File: src/rtl/rf_pkg.sv
// Shared sizing constants and a one-hot decode helper for the register-file read arbiter.
package rf_pkg;

  localparam int NREQ_DEF   = 4;
  localparam int DATA_W_DEF = 32;
  localparam int ADDR_W_DEF = 5;
  localparam int MAX_NREQ   = 8;
  localparam int IDX_W      = 3;

  localparam logic [ADDR_W_DEF-1:0] REG_ZERO = 5'd0;

  // Sized for the largest supported requester count; callers zero-extend narrower grants.
  function automatic logic [IDX_W-1:0] ohToIdx(input logic [MAX_NREQ-1:0] oh);
    logic [IDX_W-1:0] idx;
    idx = '0;
    for (int i = 0; i < MAX_NREQ; i++) begin
      if (oh[i]) idx = IDX_W'(i);
    end
    return idx;
  endfunction

endpackage

File: src/rtl/rr_arbiter.sv
// Combinational round-robin picker: the first set request at or above ptr, wrapping, wins.
module rr_arbiter
  import rf_pkg::*;
#(
  parameter int NREQ = NREQ_DEF
) (
  input  logic [NREQ-1:0]         req,
  input  logic [$clog2(NREQ)-1:0] ptr,
  output logic [NREQ-1:0]         gnt
);

  localparam int PTR_W = $clog2(NREQ);

  always_comb begin
    logic             found;
    logic [PTR_W-1:0] idx;
    gnt   = '0;
    found = 1'b0;
    idx   = '0;
    for (int off = 0; off < NREQ; off++) begin
      idx = PTR_W'((int'(ptr) + off) % NREQ);
      if (!found && req[idx]) begin
        gnt[idx] = 1'b1;
        found    = 1'b1;
      end
    end
  end

endmodule

File: src/rtl/rf_read_arbiter.sv
// Round-robin sharing of the register-file read port; two-stage read with write bypass
// and a hardwired-zero register 0.
module rf_read_arbiter
  import rf_pkg::*;
#(
  parameter int NREQ   = NREQ_DEF,
  parameter int DATA_W = DATA_W_DEF,
  parameter int ADDR_W = ADDR_W_DEF
) (
  input  logic                   clock,
  input  logic                   reset_n,
  input  logic [NREQ-1:0]        req_valid,
  input  logic [NREQ*ADDR_W-1:0] req_addr,
  output logic [NREQ-1:0]        req_ready,
  output logic [ADDR_W-1:0]      rf_sel,
  input  logic [DATA_W-1:0]      rf_data,
  input  logic                   wr_en,
  input  logic [ADDR_W-1:0]      wr_addr,
  input  logic [DATA_W-1:0]      wr_data,
  output logic [NREQ-1:0]        rsp_valid,
  output logic [DATA_W-1:0]      rsp_data
);

  localparam int PTR_W = $clog2(NREQ);
  localparam logic [ADDR_W-1:0] ZERO_SEL = ADDR_W'(REG_ZERO);

  logic [PTR_W-1:0]    r_rrPtr;
  logic [ADDR_W-1:0]   r_rfSel;
  logic                r_s1Valid;
  logic [NREQ-1:0]     r_s1Owner;
  logic [NREQ-1:0]     r_rspValid;
  logic [DATA_W-1:0]   r_rspData;

  logic [NREQ-1:0]     w_gnt;
  logic [NREQ-1:0]     w_grant;
  logic                w_accept;
  logic [MAX_NREQ-1:0] w_gntWide;
  logic [IDX_W-1:0]    w_winIdx;
  logic [PTR_W-1:0]    w_nextPtr;
  logic [ADDR_W-1:0]   w_winAddr;
  logic                w_isZero;
  logic                w_bypassHit;
  logic [DATA_W-1:0]   w_readData;

  rr_arbiter #(
    .NREQ (NREQ)
  ) u_rrArbiter (
    .req (req_valid),
    .ptr (r_rrPtr),
    .gnt (w_gnt)
  );

  // Grants are suppressed during reset so nothing is accepted into a stage being cleared.
  assign w_grant   = reset_n ? w_gnt : '0;
  assign w_accept  = |w_grant;
  assign req_ready = w_grant;

  always_comb begin
    w_gntWide             = '0;
    w_gntWide[NREQ-1:0]   = w_grant;
  end

  assign w_winIdx  = ohToIdx(w_gntWide);
  assign w_nextPtr = (w_winIdx == IDX_W'(NREQ - 1)) ? '0 : PTR_W'(w_winIdx + IDX_W'(1));

  always_comb begin
    w_winAddr = '0;
    for (int i = 0; i < NREQ; i++) begin
      if (w_grant[i]) w_winAddr = req_addr[i*ADDR_W +: ADDR_W];
    end
  end

  // Bypass compares against the select already on the mux, so a write landing this cycle wins.
  assign w_isZero    = (r_rfSel == ZERO_SEL);
  assign w_bypassHit = wr_en && (wr_addr == r_rfSel);
  assign w_readData  = w_isZero    ? '0      :
                       w_bypassHit ? wr_data : rf_data;

  always_ff @(posedge clock) begin
    if (!reset_n) begin
      r_rrPtr   <= '0;
      r_rfSel   <= '0;
      r_s1Valid <= 1'b0;
      r_s1Owner <= '0;
    end else if (w_accept) begin
      r_rrPtr   <= w_nextPtr;
      r_rfSel   <= w_winAddr;
      r_s1Valid <= 1'b1;
      r_s1Owner <= w_grant;
    end else begin
      r_s1Valid <= 1'b0;
    end
  end

  always_ff @(posedge clock) begin
    if (!reset_n) begin
      r_rspValid <= '0;
      r_rspData  <= '0;
    end else if (r_s1Valid) begin
      r_rspValid <= r_s1Owner;
      r_rspData  <= w_readData;
    end else begin
      r_rspValid <= '0;
    end
  end

  assign rf_sel    = r_rfSel;
  assign rsp_valid = r_rspValid;
  assign rsp_data  = r_rspData;

endmodule

File: config.mk
export PLATFORM = sky130hd
export DESIGN_NAME = rf_read_arbiter
export DESIGN_NICKNAME = d
export VERILOG_FILES = /design/src/rtl/rf_pkg.sv /design/src/rtl/rr_arbiter.sv /design/src/rtl/rf_read_arbiter.sv
export SDC_FILE = /design/constraint.sdc
export NUM_CORES = 1
export LEC_CHECK = 0
export CORE_ASPECT_RATIO = 0.8
export CORE_MARGIN = 3
export CORE_UTILIZATION = 39
export CTS_CLUSTER_SIZE = 28
export DETAILED_ROUTE_END_ITERATION = 16
export GPL_TIMING_DRIVEN = 0
export PLACE_DENSITY = 0.91
export SLEW_MARGIN = 5
export SYNTH_ARGS = -nofsm -noshare
export SYNTH_HDL_FRONTEND = slang
export SYNTH_SLANG_ARGS = --single-unit
File: constraint.sdc
create_clock -name clock -period 3.84 [get_ports clock]
set_clock_uncertainty 0.15 [all_clocks]
set_input_delay 0.576 -clock clock [delete_from_list [all_inputs] [get_ports clock]]
set_output_delay 0.576 -clock clock [all_outputs]
set_load 0.05 [all_outputs]
Yosys cells after proc, flatten, opt, wreduce, memory -nomap -nowiden. Cells that the tools add are included.

Mux-type cells: 35. Reductions and logical operators: 14. Add/subtract/negate cells: 4. Magnitude comparators: 8. Equality and inequality tests: 2. Bitwise gates (word level): 3.

Operators by type and width (count): $mux 32 (2); $mux 4 (5); $mux 5 (4); $mux 1 (13); $lt 2x3->1 const B (4); $or 4x4->4 (3); $bmux 1 s2 (4); $demux 1 s2 (4); $ge 2x1->1 const B (4); $logic_and 1x1->1 (8); $mux 3 (2); $eq 5x5->1 (1); $logic_not 5->1 (1); $add 2x1->2 const B (2); $add 2x2->2 const B (2); $reduce_or 4->1 (1); $eq 3x2->1 const B (1); $logic_not 1->1 (3); $mux 2 (1); $reduce_and 2->1 (1).

Input port bits: 96. Word-level logic and storage cells: 72. Output and inout port bits: 45. Bits in registers: 48.

Longest topological paths before layout.
Word-level depth: 18. Depth in mapped cells: 12. Gate-level depth less buffers: 11.

Cells and area by module. A second synthesis with hierarchy kept.

Cells, all modules: 304. Area total of the unflattened synthesis: 2738.9 um2.

Modules (own cells, without submodules): rf_read_arbiter (times used 1, area each 2401.1 um2, cells each 268); rr_arbiter (times used 1, area each 337.8 um2, cells each 36).

Worst setup path after synthesis. Ideal clock, no wire load.

Kind: reg-to-output. From: register r_rrPtr[0]. To: output port req_ready[3]. Path slack: 0.101 ns. Cell stages (with the launch flop): 10. Arrival: 3.013 ns. Path buffers: 2. Cells stage by stage: dfxtp_1 -> buf_6 -> inv_1 -> ha_1 -> mux4_1 -> nor3b_2 -> a2bb2oi_1 -> and2_1 -> clkbuf_1 -> nor2_1.

Cells in the longest elaborated chain, start to end: 13. Elaborated cells between the ends (all ways): 48.

Ends and longest elaborated chain: start: declaration (RTL line rf_read_arbiter.sv:27) `logic [PTR_W-1:0] r_rrPtr;`; start signal: assignment (RTL line rf_read_arbiter.sv:86) `r_rrPtr <= w_nextPtr;`; branches (longest 11 deep; another with $lt 2x3->1); $mux 4 * (RTL line rr_arbiter.sv:22) `if (!found && req[idx]) begin`; $mux 4 * (RTL line rf_read_arbiter.sv:54) `assign w_grant = reset_n ? w_gnt : '0;`; end: declaration (RTL line rf_read_arbiter.sv:14) `output logic [NREQ-1:0] req_ready,`.

Mark *: on every way between the ends. The select of a mux whose other input is x is not followed.

Final worst setup path.
From: register r_rrPtr[0]. To: output port req_ready[1].

The elaborated chain is that of the path after synthesis.

==> run_results.csv <==
group,metric,value,unit
sta,finalSetupViolCount,0,
power,p_total,3.23,mW
yosys,synth.top_cell.area_share,37.8,%
yosys,synth-edff-count,0,
status,status,"completed",
sta,clock.fmax,268,MHz
sta,min_period_over_period,97.2,%
power,switching_share,47.2,%
finish,areaGrowthSynthToFinish,67.7,%
yosys,yosysSeqAreaShare,37.8,%
yosys,syn-num-nets,393,
clock_network,cts_hold_buf,0,
grt,grt_first_pass_wirelength,12400,µm
placed_design,gp_congestion,0.875,
floorplan,die_y,78.2,µm
clock_network,cts_buffers,5,
clock_network,clockBufferDepth,2,
placed_design,dp_hpwl,6450,µm
clock_network,cts-htree-levels,2,
worst_setup_path,cp_max_fo,7,
grt,antenna_found_initial,0,
clock_network,path_clk_slew,0.09,ns
yosys,postSynthCellCount,291,
worst_setup_path,path_class,"flip-flop to primary output",
yosys,synth-simple-area-share,20.0,%
worst_setup_path,cp-start-kind,"flip-flop",
yosys,yosysTopAreaCell,"dfxtp_1",
worst_setup_path,cpMostUsedCell,"buf_4",
floorplan,start_util,41.6,%
floorplan,core_area,6100,µm²
finish,diodes,0,
yosys,syn-mean-instance-area,8.73,µm²
finish,final_util,69.8,%
yosys,synth-async-reset-ratio,0,%
flow_run,maxCapViolations,0,
power,clockPowerShare,13.5,%
placed_design,post-place-ws,-0.553,ns
worst_setup_path,worstPathArrival,3.01,ns
grt,grt_max_degree,17,
sta,finalHoldViolations,0,
detailed_routing,vias,2714,
detailed_routing,drt_first_iter_violations,134,
sta,maxSlewViolCount,0,
worst_setup_path,endpoint_kind,"primary output",
floorplan,dieWidth,96.2,µm
placed_design,placedCellCount,512,
worst_setup_path,cp_cell_sequence,"buf_6, inv_1, ha_1, mux4_2, nor3b_4, buf_4, nand2_1, a21oi_4, buf_4",
yosys,synthMuxAreaShare,16.3,%
grt,grtUsageTotal,20.7,%
grt,grt_pass1_vias,2526,
yosys,syn-cell-area,2540,µm²
power,vdd_drop_max,0.000402,V
floorplan,rows,25,
floorplan,ioPinCount,141,
detailed_routing,drtPass1Iterations,4,
sta,fin_hold_ws,0.303,ns
yosys,synthTopCellsByCount,"nor2_1 (72), dfxtp_1 (48), a21oi_1 (36)",
yosys,synth.distinct_cells,44,
sta,fin_ws,0.109,ns
sta,period_needed,3.73,ns
placed_design,numPortBuffers,140,
detailed_routing,ant_nets,0,
detailed_routing,wirelength,8250,µm
worst_setup_path,cpPeakStageDelay,0.61,ns
power,p_leak,1.62,nW
clock_network,insertion_delay,0.29,ns
grt,overflow,0,
clock_network,cts-root-buf,"clkbuf_8",
worst_setup_path,critPathSlowestCell,"mux4_2",
finish,layout-drive-gt1-share,9.44,%
yosys,synth_most_common_cell,"nor2_1",
clock_network,clock-sinks,48,
detailed_routing,avgViaCountPerCell,5.16,
power,power.switching,1.52,mW
yosys,yosys.area_share.xor_xnor,1.72,%
detailed_routing,drc,0,
yosys,synthAdderAreaFrac,2.96,%
yosys,ys_warn_count,0,
yosys,synth_compound_area_share,17.5,%
yosys,ys_seq_elements,48,
finish,final_nets,546,
yosys,synth-main-ff-cell,"dfxtp_1",
power,power.density,759,nW/µm²
yosys,synthTopCellsByArea,"dfxtp_1 (38%), mux2i_1 (13%), nor2_1 (11%)",
finish,finalNonFillerCells,526,
yosys,synth_top_family_by_area,"simple AND/OR/NAND/NOR gates",
power,p_int,1.71,mW
worst_setup_path,critPathRequiredTime,3.11,ns
finish,fill_cells,483,
sta,slew_headroom,52.9,%
clock_network,cts_tree,"built",
power,combPwrFrac,62.8,%
floorplan,dieArea,7520,µm²
power,seqPwrFrac,23.7,%
detailed_routing,wl_per_cell,15.7,µm
hold_path,worstHoldPathType,"flip-flop to flip-flop",
sta,tightestPinTransition,0.706,ns
area by class of cell:
| cell class | count | area, µm² | area share [%] |
|---|---|---|---|
| clock inverters | 3 | 68.8 | 1.62 |
| clock buffers | 5 | 68.8 | 1.62 |
| repair buffers | 147 | 1450 | 34.0 |
| plain buffers | 16 | 67.6 | 1.59 |
| multi-input cells | 220 | 1520 | 35.6 |
| flip-flops and latches | 48 | 962 | 22.6 |
| well taps | 81 | 101 | 2.38 |
| inverters | 6 | 27.5 | 0.646 |
layer usage:
layer  track usage, %  part of all wire, %
met4             4.40                  1.2
met5                0                    0
met1             26.4                   41
met3             4.98                  8.7
met2             35.0                   49
through the flow:
step	TNS [ns]	instance area [µm²]
3_5_place_dp	-1.68	4040
5_1_grt	-0.00754	4260
2_1_floorplan	0	2540
6_report	0	4260
3_3_place_gp	-1.53	4040
4_1_cts	0	4170
cell usage in the layout, fill, tap and decap left out, types with 2 or more instances in the layout:
master / n
clkdlybuf4s50_1: 136
nor2_1: 71
dfxtp_1: 47
a21oi_1: 36
mux2i_1: 32
clkbuf_1: 12
nand2_1: 10
buf_4: 10
and3_1: 6
ha_1: 6
clkbuf_8: 5
mux4_2: 4
and2_1: 4
inv_1: 4
xor2_1: 4
a31oi_1: 4
buf_1: 3
a21o_1: 3
a22o_1: 3
a221oi_2: 3
o32ai_1: 3
buf_6: 2
nor2b_1: 2
o21ai_1: 2
o21ai_0: 2
nor3_2: 2
bufinv_16: 2
cell families after synthesis:
| family | after synthesis |
|---|---|
| muxes | 36 |
| AOI/OAI and AO/OA | 66 |
| xor gates and xnor gates | 5 |
| and+or+nand+nor | 107 |
| buffers and inverters | 23 |
| adders and majority gates | 6 |
| DFF | 48 |
timing repair:
action,in CTS,in global routing
gates resized for setup,27,12
buffers inserted,0,7
pin swaps,1,2
endpoints found under the setup margin,4,4
flip-flops by register name, summed over array words and instances (netlist names):
register	cells
rsp_valid	4
r_s1Owner	4
r_s1Valid	1
rsp_data	32
r_rrPtr	2
rf_sel	5
power by group through the flow:
stage                     logic (mW)  registers [mW]  clock network (mW)
after floorplan                0.927            1.16                   0
after global placement          1.87           0.768                   0
after detailed placement        1.91           0.775                   0
after CTS                       1.93           0.764               0.440
after global routing            2.18           0.785               0.462
final                           2.03           0.765               0.437
critical path, delay by kind of cell, from the launching register on:
kind	cells	cell delay, ns
AOI/OAI and AO/OA	1	0.29
adders and majority gates	1	0.34
DFF	1	0.38
buffers and inverters	4	0.65
muxes	1	0.61
and+or+nand+nor	2	0.43
final timing paths:
path	startpoint	to	slack [ns]	depth (start not counted)
worst max-delay path	r_rrPtr[0]	req_ready[1]	0.11	9
worst min-delay path	r_s1Owner[0]	r_s1Owner[0]	0.30	2
worst min register to register	r_s1Owner[0]	r_s1Owner[0]	0.30	2
worst max register to register	r_rrPtr[0]	rf_sel[2]	0.28	13
(Power assumes the default switching activity.)
